File: src/rtl/flit_pkg.sv
// Shared flit encodings and sink-monitor FSM states.
package flit_pkg;

  localparam int unsigned FLIT_TYPE_W = 2;

  typedef enum logic [FLIT_TYPE_W-1:0] {
    TYPE_NONE = 2'd0,
    TYPE_HEAD = 2'd1,
    TYPE_TAIL = 2'd2,
    TYPE_DATA = 2'd3
  } flit_type_e;

  typedef enum logic {
    ST_IDLE = 1'b0,
    ST_BODY = 1'b1
  } sink_state_e;

endpackage

File: src/rtl/popcount_tree.sv
// Combinational population count of a W-bit vector.
module popcount_tree #(
  parameter int unsigned W = 66
) (
  input  logic [W-1:0]             din,
  output logic [$clog2(W+1)-1:0]   cnt
);

  localparam int unsigned OW = $clog2(W + 1);

  // Sum of all set bits; synthesis balances the chain into an adder tree.
  always_comb begin
    cnt = '0;
    for (int unsigned i = 0; i < W; i++) begin
      cnt = cnt + OW'(din[i]);
    end
  end

endmodule

File: src/rtl/flit_sink_monitor.sv
// Receive-side flit sink: framing checker, packet/flit/error counters and
// bus toggle accumulator for energy characterization.
module flit_sink_monitor
  import flit_pkg::*;
#(
  parameter int unsigned DATA_W = 66,
  parameter int unsigned TYPE_W = FLIT_TYPE_W,
  parameter int unsigned VCH_W  = 2,
  parameter int unsigned CNT_W  = 32,
  parameter int unsigned LEN_W  = 8
) (
  input  logic              clk,
  input  logic              rst_,
  input  logic [DATA_W-1:0] idata,
  input  logic              ivalid,
  input  logic [VCH_W-1:0]  ivch,
  input  logic              en,
  input  logic              clear,
  output logic              busy,
  output logic [CNT_W-1:0]  pkt_cnt,
  output logic [CNT_W-1:0]  flit_cnt,
  output logic [CNT_W-1:0]  tog_cnt,
  output logic [CNT_W-1:0]  err_cnt,
  output logic [LEN_W-1:0]  last_len,
  output logic              err
);

  localparam int unsigned POP_W = $clog2(DATA_W + 1);
  localparam int unsigned SUM_W = ((CNT_W > POP_W) ? CNT_W : POP_W) + 1;

  sink_state_e       state, state_nxt;
  logic [LEN_W-1:0]  len, len_nxt, len_inc;
  logic [VCH_W-1:0]  vch, vch_nxt;
  logic [TYPE_W-1:0] ftype;
  logic              err_det, pkt_done;

  logic [DATA_W-1:0] prev_data;
  logic [POP_W-1:0]  pop_q, pop_w;
  logic [SUM_W-1:0]  tog_sum;
  logic [CNT_W-1:0]  tog_nxt;

  assign ftype   = idata[DATA_W-1 -: TYPE_W];
  assign len_inc = (len == '1) ? len : len + LEN_W'(1);
  assign busy    = (state == ST_BODY);

  popcount_tree #(.W(DATA_W)) u_pop (
    .din (idata ^ prev_data),
    .cnt (pop_w)
  );

  // Framing checker: next state, packet length, latched VC and error detect.
  always_comb begin
    state_nxt = state;
    len_nxt   = len;
    vch_nxt   = vch;
    err_det   = 1'b0;
    pkt_done  = 1'b0;
    if (ivalid) begin
      unique case (state)
        ST_IDLE: begin
          if (ftype == TYPE_W'(TYPE_HEAD)) begin
            state_nxt = ST_BODY;
            len_nxt   = LEN_W'(1);
            vch_nxt   = ivch;
          end else begin
            err_det = 1'b1;
          end
        end
        ST_BODY: begin
          if (ftype == TYPE_W'(TYPE_HEAD)) begin
            err_det = 1'b1;
            len_nxt = LEN_W'(1);
            vch_nxt = ivch;
          end else if (ftype == TYPE_W'(TYPE_DATA) && ivch == vch) begin
            len_nxt = len_inc;
          end else if (ftype == TYPE_W'(TYPE_TAIL) && ivch == vch) begin
            pkt_done  = 1'b1;
            state_nxt = ST_IDLE;
          end else begin
            err_det = 1'b1;
          end
        end
        default: state_nxt = ST_IDLE;
      endcase
    end
  end

  // Saturating toggle accumulation; sum is widened so a wide pop_q cannot wrap it.
  always_comb begin
    tog_sum = SUM_W'(tog_cnt) + SUM_W'(pop_q);
    tog_nxt = (tog_sum > SUM_W'({CNT_W{1'b1}})) ? '1 : tog_sum[CNT_W-1:0];
  end

  // FSM state, packet length and latched virtual channel.
  always_ff @(posedge clk or negedge rst_) begin
    if (!rst_) begin
      state <= ST_IDLE;
      len   <= '0;
      vch   <= '0;
    end else if (clear) begin
      state <= ST_IDLE;
      len   <= '0;
    end else begin
      state <= state_nxt;
      len   <= len_nxt;
      vch   <= vch_nxt;
    end
  end

  // Error pulse and last packet length run independently of the en window.
  always_ff @(posedge clk or negedge rst_) begin
    if (!rst_) begin
      err      <= 1'b0;
      last_len <= '0;
    end else if (clear) begin
      err      <= 1'b0;
      last_len <= '0;
    end else begin
      err <= err_det;
      if (pkt_done) last_len <= len_inc;
    end
  end

  // Bus history and per-cycle toggle count; clear reloads history to avoid spurious toggles.
  always_ff @(posedge clk or negedge rst_) begin
    if (!rst_) begin
      prev_data <= '0;
      pop_q     <= '0;
    end else begin
      prev_data <= idata;
      pop_q     <= clear ? '0 : pop_w;
    end
  end

  // Saturating statistics counters, accumulating only inside the en window.
  always_ff @(posedge clk or negedge rst_) begin
    if (!rst_) begin
      pkt_cnt  <= '0;
      flit_cnt <= '0;
      err_cnt  <= '0;
      tog_cnt  <= '0;
    end else if (clear) begin
      pkt_cnt  <= '0;
      flit_cnt <= '0;
      err_cnt  <= '0;
      tog_cnt  <= '0;
    end else if (en) begin
      if (ivalid && flit_cnt != '1) flit_cnt <= flit_cnt + CNT_W'(1);
      if (pkt_done && pkt_cnt != '1) pkt_cnt <= pkt_cnt + CNT_W'(1);
      if (err_det && err_cnt != '1) err_cnt <= err_cnt + CNT_W'(1);
      tog_cnt <= tog_nxt;
    end
  end

endmodule

File: config.mk
export PLATFORM = sky130hd
export DESIGN_NAME = flit_sink_monitor
export DESIGN_NICKNAME = d
export VERILOG_FILES = /design/src/rtl/flit_pkg.sv /design/src/rtl/popcount_tree.sv /design/src/rtl/flit_sink_monitor.sv
export SDC_FILE = /design/constraint.sdc
export NUM_CORES = 1
export LEC_CHECK = 0
export CAP_MARGIN = 0
export CORE_MARGIN = 2
export CORE_UTILIZATION = 54
export CTS_CLUSTER_DIAMETER = 150
export CTS_CLUSTER_SIZE = 28
export DETAILED_ROUTE_END_ITERATION = 16
export GPL_TIMING_DRIVEN = 0
export PLACE_DENSITY = 0.79
export REMOVE_ABC_BUFFERS = 1
export SLEW_MARGIN = 20
export SYNTH_ARGS = -nofsm -noshare
export SYNTH_HDL_FRONTEND = slang
export SYNTH_HIERARCHICAL = 1
export SYNTH_SLANG_ARGS = --single-unit
File: constraint.sdc
create_clock -name clk -period 8.06 [get_ports clk]
set_input_delay 1.209 -clock clk [delete_from_list [all_inputs] [get_ports clk]]
set_output_delay 1.209 -clock clk [all_outputs]
set_load 0.03 [all_outputs]
==> results of run 1 <==
[cells in the final DEF, fill, tap and decap left out, types with 4 or more instances in the layout]
cell type,netlist,final
or3_1,12,12
nand2b_1,4,4
a21o_1,6,6
and3_1,29,29
mux2i_1,4,4
a31oi_1,10,10
ha_1,26,26
o21a_1,5,5
or4_1,5,5
and2_1,7,7
o21ai_0,24,24
a311oi_1,10,10
fa_1,57,57
a2111oi_0,4,4
mux2_2,5,5
and4_1,21,21
inv_1,88,88
a41oi_1,4,4
nand2_1,61,61
clkdlybuf4s50_1,0,207
nor3_1,33,33
dfrtp_1,221,221
nor3b_1,7,7
a21oi_1,35,35
xnor2_1,51,51
clkbuf_16,0,11
a211oi_1,15,15
nand3_1,53,53
xor2_1,107,107
nor2_1,128,128
nor4_1,15,15
o31ai_1,9,9
nand4_1,38,38
nor2b_1,14,14
nor4b_1,5,5
[per-layer routing]
layer | GRT usage, % | share of wire, % | vias to the layer above
li1 | - | - | 4473
met1 | 32.4 | 44 | 4664
met2 | 37.7 | 48 | 244
met3 | 3.48 | 5.3 | 37
met4 | 5.78 | 2.1 | 0
met5 | 0 | 0 | -
[registers in the layout (all words and copies together), names as in the netlist]
register and flops:
err_cnt 32, last_len 8, tog_cnt 32, pkt_cnt 32, busy 1, err 1
prev_data 66, flit_cnt 32, vch 2, pop_q 7, len 8
[kinds of logic after synthesis]
group / synth area share [%]
AND/OR/NAND/NOR: 19.4
XOR/XNOR: 11.2
buffers and inverters: 3.76
flip-flops: 44.9
adder cells (fa/ha/maj): 11.9
multiplexers: 0.783
AO/OA/AOI/OAI: 7.99
[worst paths after layout]
kind | startpoint | to | slack, ns
max in group asynchronous | rst_ | len[2]$_DFFE_PN0P_ | 6.68
max | idata[0] | pop_q[6]$_DFF_PN0_ | 0.56
max reg2reg | prev_data[0]$_DFF_PN0_ | pop_q[6]$_DFF_PN0_ | 1.44
min reg2reg | last_len[6]$_DFFE_PN0P_ | last_len[6]$_DFFE_PN0P_ | 0.49
min | last_len[6]$_DFFE_PN0P_ | last_len[6]$_DFFE_PN0P_ | 0.49
min in group asynchronous | rst_ | tog_cnt[15]$_DFFE_PN0P_ | 0.57
[area by class of cell]
cell class | instances | share of cell area, %
clock buffers | 11 | 1.84
repair buffers | 213 | 14.6
flip-flops and latches | 221 | 36.9
inverters | 88 | 2.20
clock inverters | 1 | 0.0334
multi-input cells | 842 | 42.1
well taps | 285 | 2.38
[tightest hold or removal path: stages, from the launching register on]
cell and delay, ns:
dfrtp_1 0.35, nand2_1 0.05, o31ai_1 0.05
[where the power goes]
part | internal (mW) | total, mW | switching (mW)
Sequential | 1.21 | 1.24 | 0.0259
Combinational | 2.80 | 5.78 | 2.98
Clock | 0.249 | 0.589 | 0.340
Total | 4.26 | 7.60 | 3.35
[stage by stage]
stage          area [sq um]  setup WS, ns  TNS [ns]  power, mW
2_1_floorplan         12200         0.947         0       5.92
3_3_place_gp          14600         -3.60   -833.93       6.80
3_5_place_dp          14700        0.0700         0       7.10
4_1_cts               15000         0.567         0       7.69
5_1_grt               15000         0.224         0       8.48
6_report              15000         0.560         0       7.60
==> summary.md, run 1 <==
| Metric | Value |
|---|---|
| Outcome | `completed` |
| Non-filler cells, final | `1661` |
| Quantity of hold-fixing buffers added after cts | `0` |
| Clk_skew | `about 0.014 ns` |
| CP Data Arrival Time | `7.84 ns` |
| Flop and latch count out of synthesis | `between 200 and 250` |
| Initial core utilization | `54.7%` |
| Router iterations before antenna repair | `5` |
| Hpwl dp | `20.2 mm` |
| Count leader, synth | `dfrtp_1` |
| Worst path top cell family by delay | `adder cells` |
| Tmin final | `7.50 ns` |
| H-Tree Depth | `1` |
| Worst R2R Path Depth | `22` |
| EDFF count, synth | `0` |
| Critical-path top delay cell | `clkdlybuf4s50_1` |
| Finished Core Util | `between 60% and 70%` |
| Die footprint | `24000 sq um` |
| CP bufs+invs | `7` |
| Synth cell count leaders | `dfrtp_1, nor2_1, xor2_1` |
| Primary FF master, synth | `dfrtp_1` |
| Avg Vias per Cell | `5.67` |
| Clk sink count | `221` |
| Power Density | `roughly 510 nW/um^2` |
| Postcts setup bufs | `0` |
| Routed length per instance | `between 15 and 20 microns` |
| Area delta synth->final | `21.9%` |
| Max Freq | `approximately 130 MHz` |
| Clock Latency Late Sink | `0.47 ns` |
| CP Class | `primary input to flop` |
| CP Depth | `23` |
| Hold Path Depth | `2` |
| Largest stage delay on the critical path | `0.51 ns` |
| Routed via count | `9418` |
| Cell type with the highest aggregate area in the netlist | `dfrtp_1` |
| Antenna Cells | `0` |
| Slew @ Worst Pin | `0.875 ns` |
| Final setup fails | `0` |
| Seq/Total Area, Yosys | `44.9%` |
| Cells after synthesis | `approximately 1200` |
| WP data required | `between 8 and 9 ns` |
| Initial antenna violation count | `0` |
| Hold WC Path Type | `flop to flop` |
| Vias in the first global route | `9247` |
| Nets@finish | `~1500` |
| Period utilisation layout | `between 90% and 100%` |
| Cells after DPL | `1649` |
| Die height | `155 microns` |
| Input/output buffers | `210` |
| Area of the multi-input gates | `between 6000 and 7000 sq um` |
| # rows | `55` |
| Total CTS buffers | `11` |
| Post-synth top area share | `between 40 and 50%` |
| Endpoint class of the critical path | `flop` |
| Routability congestion estimate from global placement | `0.865` |
| Routed Antenna Nets | `0` |
| Clock-pin transition on the worst setup and hold timing paths | `between 0.1 and 0.15 ns` |
| Root buffer cell | `clkbuf_16` |
| Die W | `between 150 and 200 microns` |
| Overall global routing resource usage | `22.9%` |
| Cell mode on critical path | `fa_1` |
| Largest net degree at the start of global routing | `103` |
| Residual DRC | `0` |
| Layout cells sized above 1 | `2.83%` |
| Post-CTS sizing | `0` |
| I/O pins | `211` |
| Clock buffer depth | `3` |
| Fillers | `1723` |
| Core area | `22500 sq um` |
| Max_cap viols | `0` |
| Ys async rst share | `100%` |
| First-pass GRT wire length | `around 46 mm` |
| Routed Wire Length | `27.4 mm` |
| Startpoint types | `primary input` |
| Starting DRT DRC Count | `501` |
| CTS tree | `done` |
| CP cell instances | `clkdlybuf4s50_1, xor2_1, inv_1, fa_1, fa_1, inv_1, fa_1, inv_1, fa_1, inv_1, fa_1, fa_1, fa_1, inv_1, fa_1, fa_1, inv_1, ha_1, fa_1, a211oi_1, o21bai_1, a21o_1, nor2b_1` |
| Worst hold slack | `between 0.4 and 0.5 ns` |
| Mapped Area | `approximately 12000 sq um` |
| Hold Fails Final Rpt | `0` |
| VDD IR max | `roughly 0.0017 V` |
| Distinct cells, synth | `61` |
| Synth warnings | `6` |
| Top cells by area, synth | `dfrtp_1, fa_1, xor2_1` |
| RSZ-0062 raised after global routing | `false` |
| Register area | `~5500 sq um` |
| Gr ovfl total | `0` |
| CP Max Fanout | `3` |
| Average size of a mapped cell | `10.4 sq um` |
| Slew HR | `41.1%` |
| Final Slew Violations | `0` |
| P_leak | `6.38 nW` |
Power figures use the tool's default switching activity.
==> run 2: changes to the inputs <==
--- a/config.mk
+++ b/config.mk
@@ -14,8 +14,8 @@
 export GPL_TIMING_DRIVEN = 0
 export PLACE_DENSITY = 0.79
 export REMOVE_ABC_BUFFERS = 1
-export SLEW_MARGIN = 20
 export SYNTH_ARGS = -nofsm -noshare
 export SYNTH_HDL_FRONTEND = slang
 export SYNTH_HIERARCHICAL = 1
 export SYNTH_SLANG_ARGS = --single-unit
+export TNS_END_PERCENT = 10
==> run 2 against run 1 <==
Die area is the same. Register-to-register slack about the same. Hold slack got worse by 0.0028 ns.
==> summary.md, run 2 (same netlist as run 1, synthesis figures left out) <==
| Metric | Value |
|---|---|
| Switch Pwr | `3.32 mW (-0.71%)` |
| Final setup fails | `0 (unchanged)` |
| Die W | `155 microns (unchanged)` |
| Clock buffer depth | `3 (unchanged)` |
| Routed via count | `9443 (+0.27%)` |
| Non-filler cells, final | `1660 (-0.060%)` |
| Register area | `5530 sq um (unchanged)` |
| Sw Share | `43.8% (-0.16 points)` |
| Power Density | `506 nW/um^2 (-0.15%)` |
| Layout cells sized above 1 | `2.76% (-0.071 points)` |
| Die footprint | `24000 sq um (unchanged)` |
| Routed length per instance | `16.6 microns (+0.77%)` |
| RSZ-0062 raised after global routing | `false` |
| P_leak | `6.37 nW (-0.20%)` |
| First-pass GRT wire length | `46.3 mm (+1.3%)` |
| Cells after DPL | `1648 (-0.061%)` |
| CP Max Fanout | `3 (unchanged)` |
| Clock share of power | `7.8% (about the same)` |
| Slew HR | `38.1% (-3.1 points)` |
| Most frequent cells in the layout | `dfrtp_1, clkdlybuf4s50_1, nor2_1, xor2_1, inv_1` |
| Largest stage delay on the critical path | `0.52 ns (about the same)` |
| Outcome | `completed` |
| Worst path top cell family by delay | `adder cells` |
| Clock-pin transition on the worst setup and hold timing paths | `0.11 ns (about the same)` |
| H-Tree Depth | `1 (unchanged)` |
| CTS tree | `done` |
| Residual DRC | `0 (unchanged)` |
| Hold WC Path Type | `flop to flop` |
| Post-CTS sizing | `0 (unchanged)` |
| Quantity of hold-fixing buffers added after cts | `0 (unchanged)` |
| Most common cell after layout, fill and taps aside | `dfrtp_1` |
| CP cell instances | `clkdlybuf4s50_1, xor2_1, inv_1, fa_1, fa_1, inv_1, fa_1, inv_1, fa_1, inv_1, fa_1, fa_1, fa_1, inv_1, fa_1, fa_1, inv_1, ha_1, fa_1, a211oi_1, o21bai_1, a21o_1, nor2b_1` |
| Starting DRT DRC Count | `508 (+1.4%)` |
| Reg power frac | `16.3% (about the same)` |
| Gr ovfl total | `0 (unchanged)` |
| Startpoint types | `primary input` |
| Finished Core Util | `66.5% (-0.12 points)` |
| Avg Vias per Cell | `5.69 (+0.33%)` |
| Largest net degree at the start of global routing | `123 (+19%)` |
| WP data required | `8.41 ns (about the same)` |
| CP Data Arrival Time | `7.85 ns (about the same)` |
| Clk sink count | `221 (unchanged)` |
| Final Slew Violations | `0 (unchanged)` |
| Nets@finish | `1532 (-0.065%)` |
| Clk_skew | `0.0118 ns (-0.00219 ns)` |
| Cell mode on critical path | `fa_1` |
| # rows | `55 (unchanged)` |
| Routed Antenna Nets | `0 (unchanged)` |
| Period utilisation layout | `93.0% (about the same)` |
| Initial core utilization | `54.7% (unchanged)` |
| Fillers | `1752 (+1.7%)` |
| CP Class | `primary input to flop` |
| Max_cap viols | `0 (unchanged)` |
| Vias in the first global route | `9215 (-0.35%)` |
| Root buffer cell | `clkbuf_16` |
| Hpwl dp | `20.1 mm (-0.15%)` |
| Core area | `22500 sq um (unchanged)` |
| Area of the multi-input gates | `6310 sq um (unchanged)` |
| Total CTS buffers | `11 (unchanged)` |
| Overall global routing resource usage | `23.2% (+0.26 points)` |
| Initial antenna violation count | `0 (unchanged)` |
| Hold Fails Final Rpt | `0 (unchanged)` |
| Most flop-heavy register | `prev_data` |
| CP bufs+invs | `7 (unchanged)` |
| Endpoint class of the critical path | `flop` |
| VDD IR max | `0.00148 V (-11%)` |
| Tmin final | `7.49 ns (-0.00527 ns)` |
| Routed Wire Length | `27.5 mm (+0.71%)` |
| Int Power | `4.25 mW (about the same)` |
| Input/output buffers | `210 (unchanged)` |
| Slew @ Worst Pin | `0.920 ns (+0.0455 ns)` |
| Router iterations before antenna repair | `5 (unchanged)` |
| Postcts setup bufs | `0 (unchanged)` |
| Max reg flops | `66 (unchanged)` |
| Antenna Cells | `0 (unchanged)` |
| Comb power frac | `75.9% (about the same)` |
| Die height | `155 microns (unchanged)` |
| Worst hold slack | `0.485 ns (-0.00281 ns)` |
| Area delta synth->final | `21.6%` |
| Clock Latency Late Sink | `0.47 ns (about the same)` |
| Max Freq | `133 MHz (about the same)` |
| Routability congestion estimate from global placement | `0.865 (unchanged)` |
| I/O pins | `211 (unchanged)` |
| Critical-path top delay cell | `clkdlybuf4s50_1` |
## run 2: final timing paths
| kind | to | depth (start not counted) | slack [ns] | from |
|---|---|---|---|---|
| hold / removal | last_len[6]$_DFFE_PN0P_ | 2 | 0.48 | last_len[6]$_DFFE_PN0P_ |
| min in group asynchronous | tog_cnt[15]$_DFFE_PN0P_ | 1 | 0.74 | rst_ |
| setup / recovery | pop_q[6]$_DFF_PN0_ | 23 | 0.57 | idata[0] |
| hold reg to reg | last_len[6]$_DFFE_PN0P_ | 2 | 0.48 | last_len[6]$_DFFE_PN0P_ |
| max in group asynchronous | prev_data[12]$_DFF_PN0_ | 2 | 6.27 | rst_ |
| setup reg to reg | pop_q[6]$_DFF_PN0_ | 22 | 1.45 | prev_data[0]$_DFF_PN0_ |
## run 2: power by group through the flow
stage | Combinational, mW | Sequential (mW) | Clock [mW]
floorplan | 4.65 | 1.28 | 0
global placement | 5.53 | 1.27 | 0
detailed placement | 5.82 | 1.26 | 0
CTS | 5.83 | 1.24 | 0.614
global route | 6.59 | 1.24 | 0.652
finish | 5.75 | 1.24 | 0.591
## run 2: metrics by stage
| step | setup WS, ns | power, mW | TNS [ns] | cell area, sq um |
|---|---|---|---|---|
| floorplan | 0.947 | 5.92 | 0 | 12200 |
| global placement | -3.60 | 6.80 | -833.93 | 14600 |
| detailed placement | 0.0900 | 7.08 | 0 | 14700 |
| CTS | 0.567 | 7.68 | 0 | 15000 |
| global route | 0.278 | 8.48 | 0 | 15000 |
| finish | 0.565 | 7.58 | 0 | 15000 |
## run 2: worst reg2reg max path: cells and delay by family, from the launching register on
kind / cells / cell delay, ns
compound gates: 3 / 0.53
xor+xnor: 1 / 0.14
fa+ha+maj: 11 / 4.99
buf+inv: 6 / 0.34
flops: 1 / 0.39
simple gates: 1 / 0.12
## run 2: routing by layer
layer / vias to the layer above / share of wire, % / GRT usage (%)
met5: - / 0 / 0
met4: 0 / 2.2 / 5.29
met3: 32 / 5.7 / 3.62
met2: 279 / 48 / 37.6
met1: 4647 / 44 / 33.4
li1: 4485 / - / -
## run 2: area by class of cell
type	instances	area share (%)
tap	285	2.38
inverter	88	2.21
multi-input combinational	842	42.2
timing repair buffer	212	14.4
sequential	221	36.9
clock inverter	1	0.0334
clock buffer	11	1.84
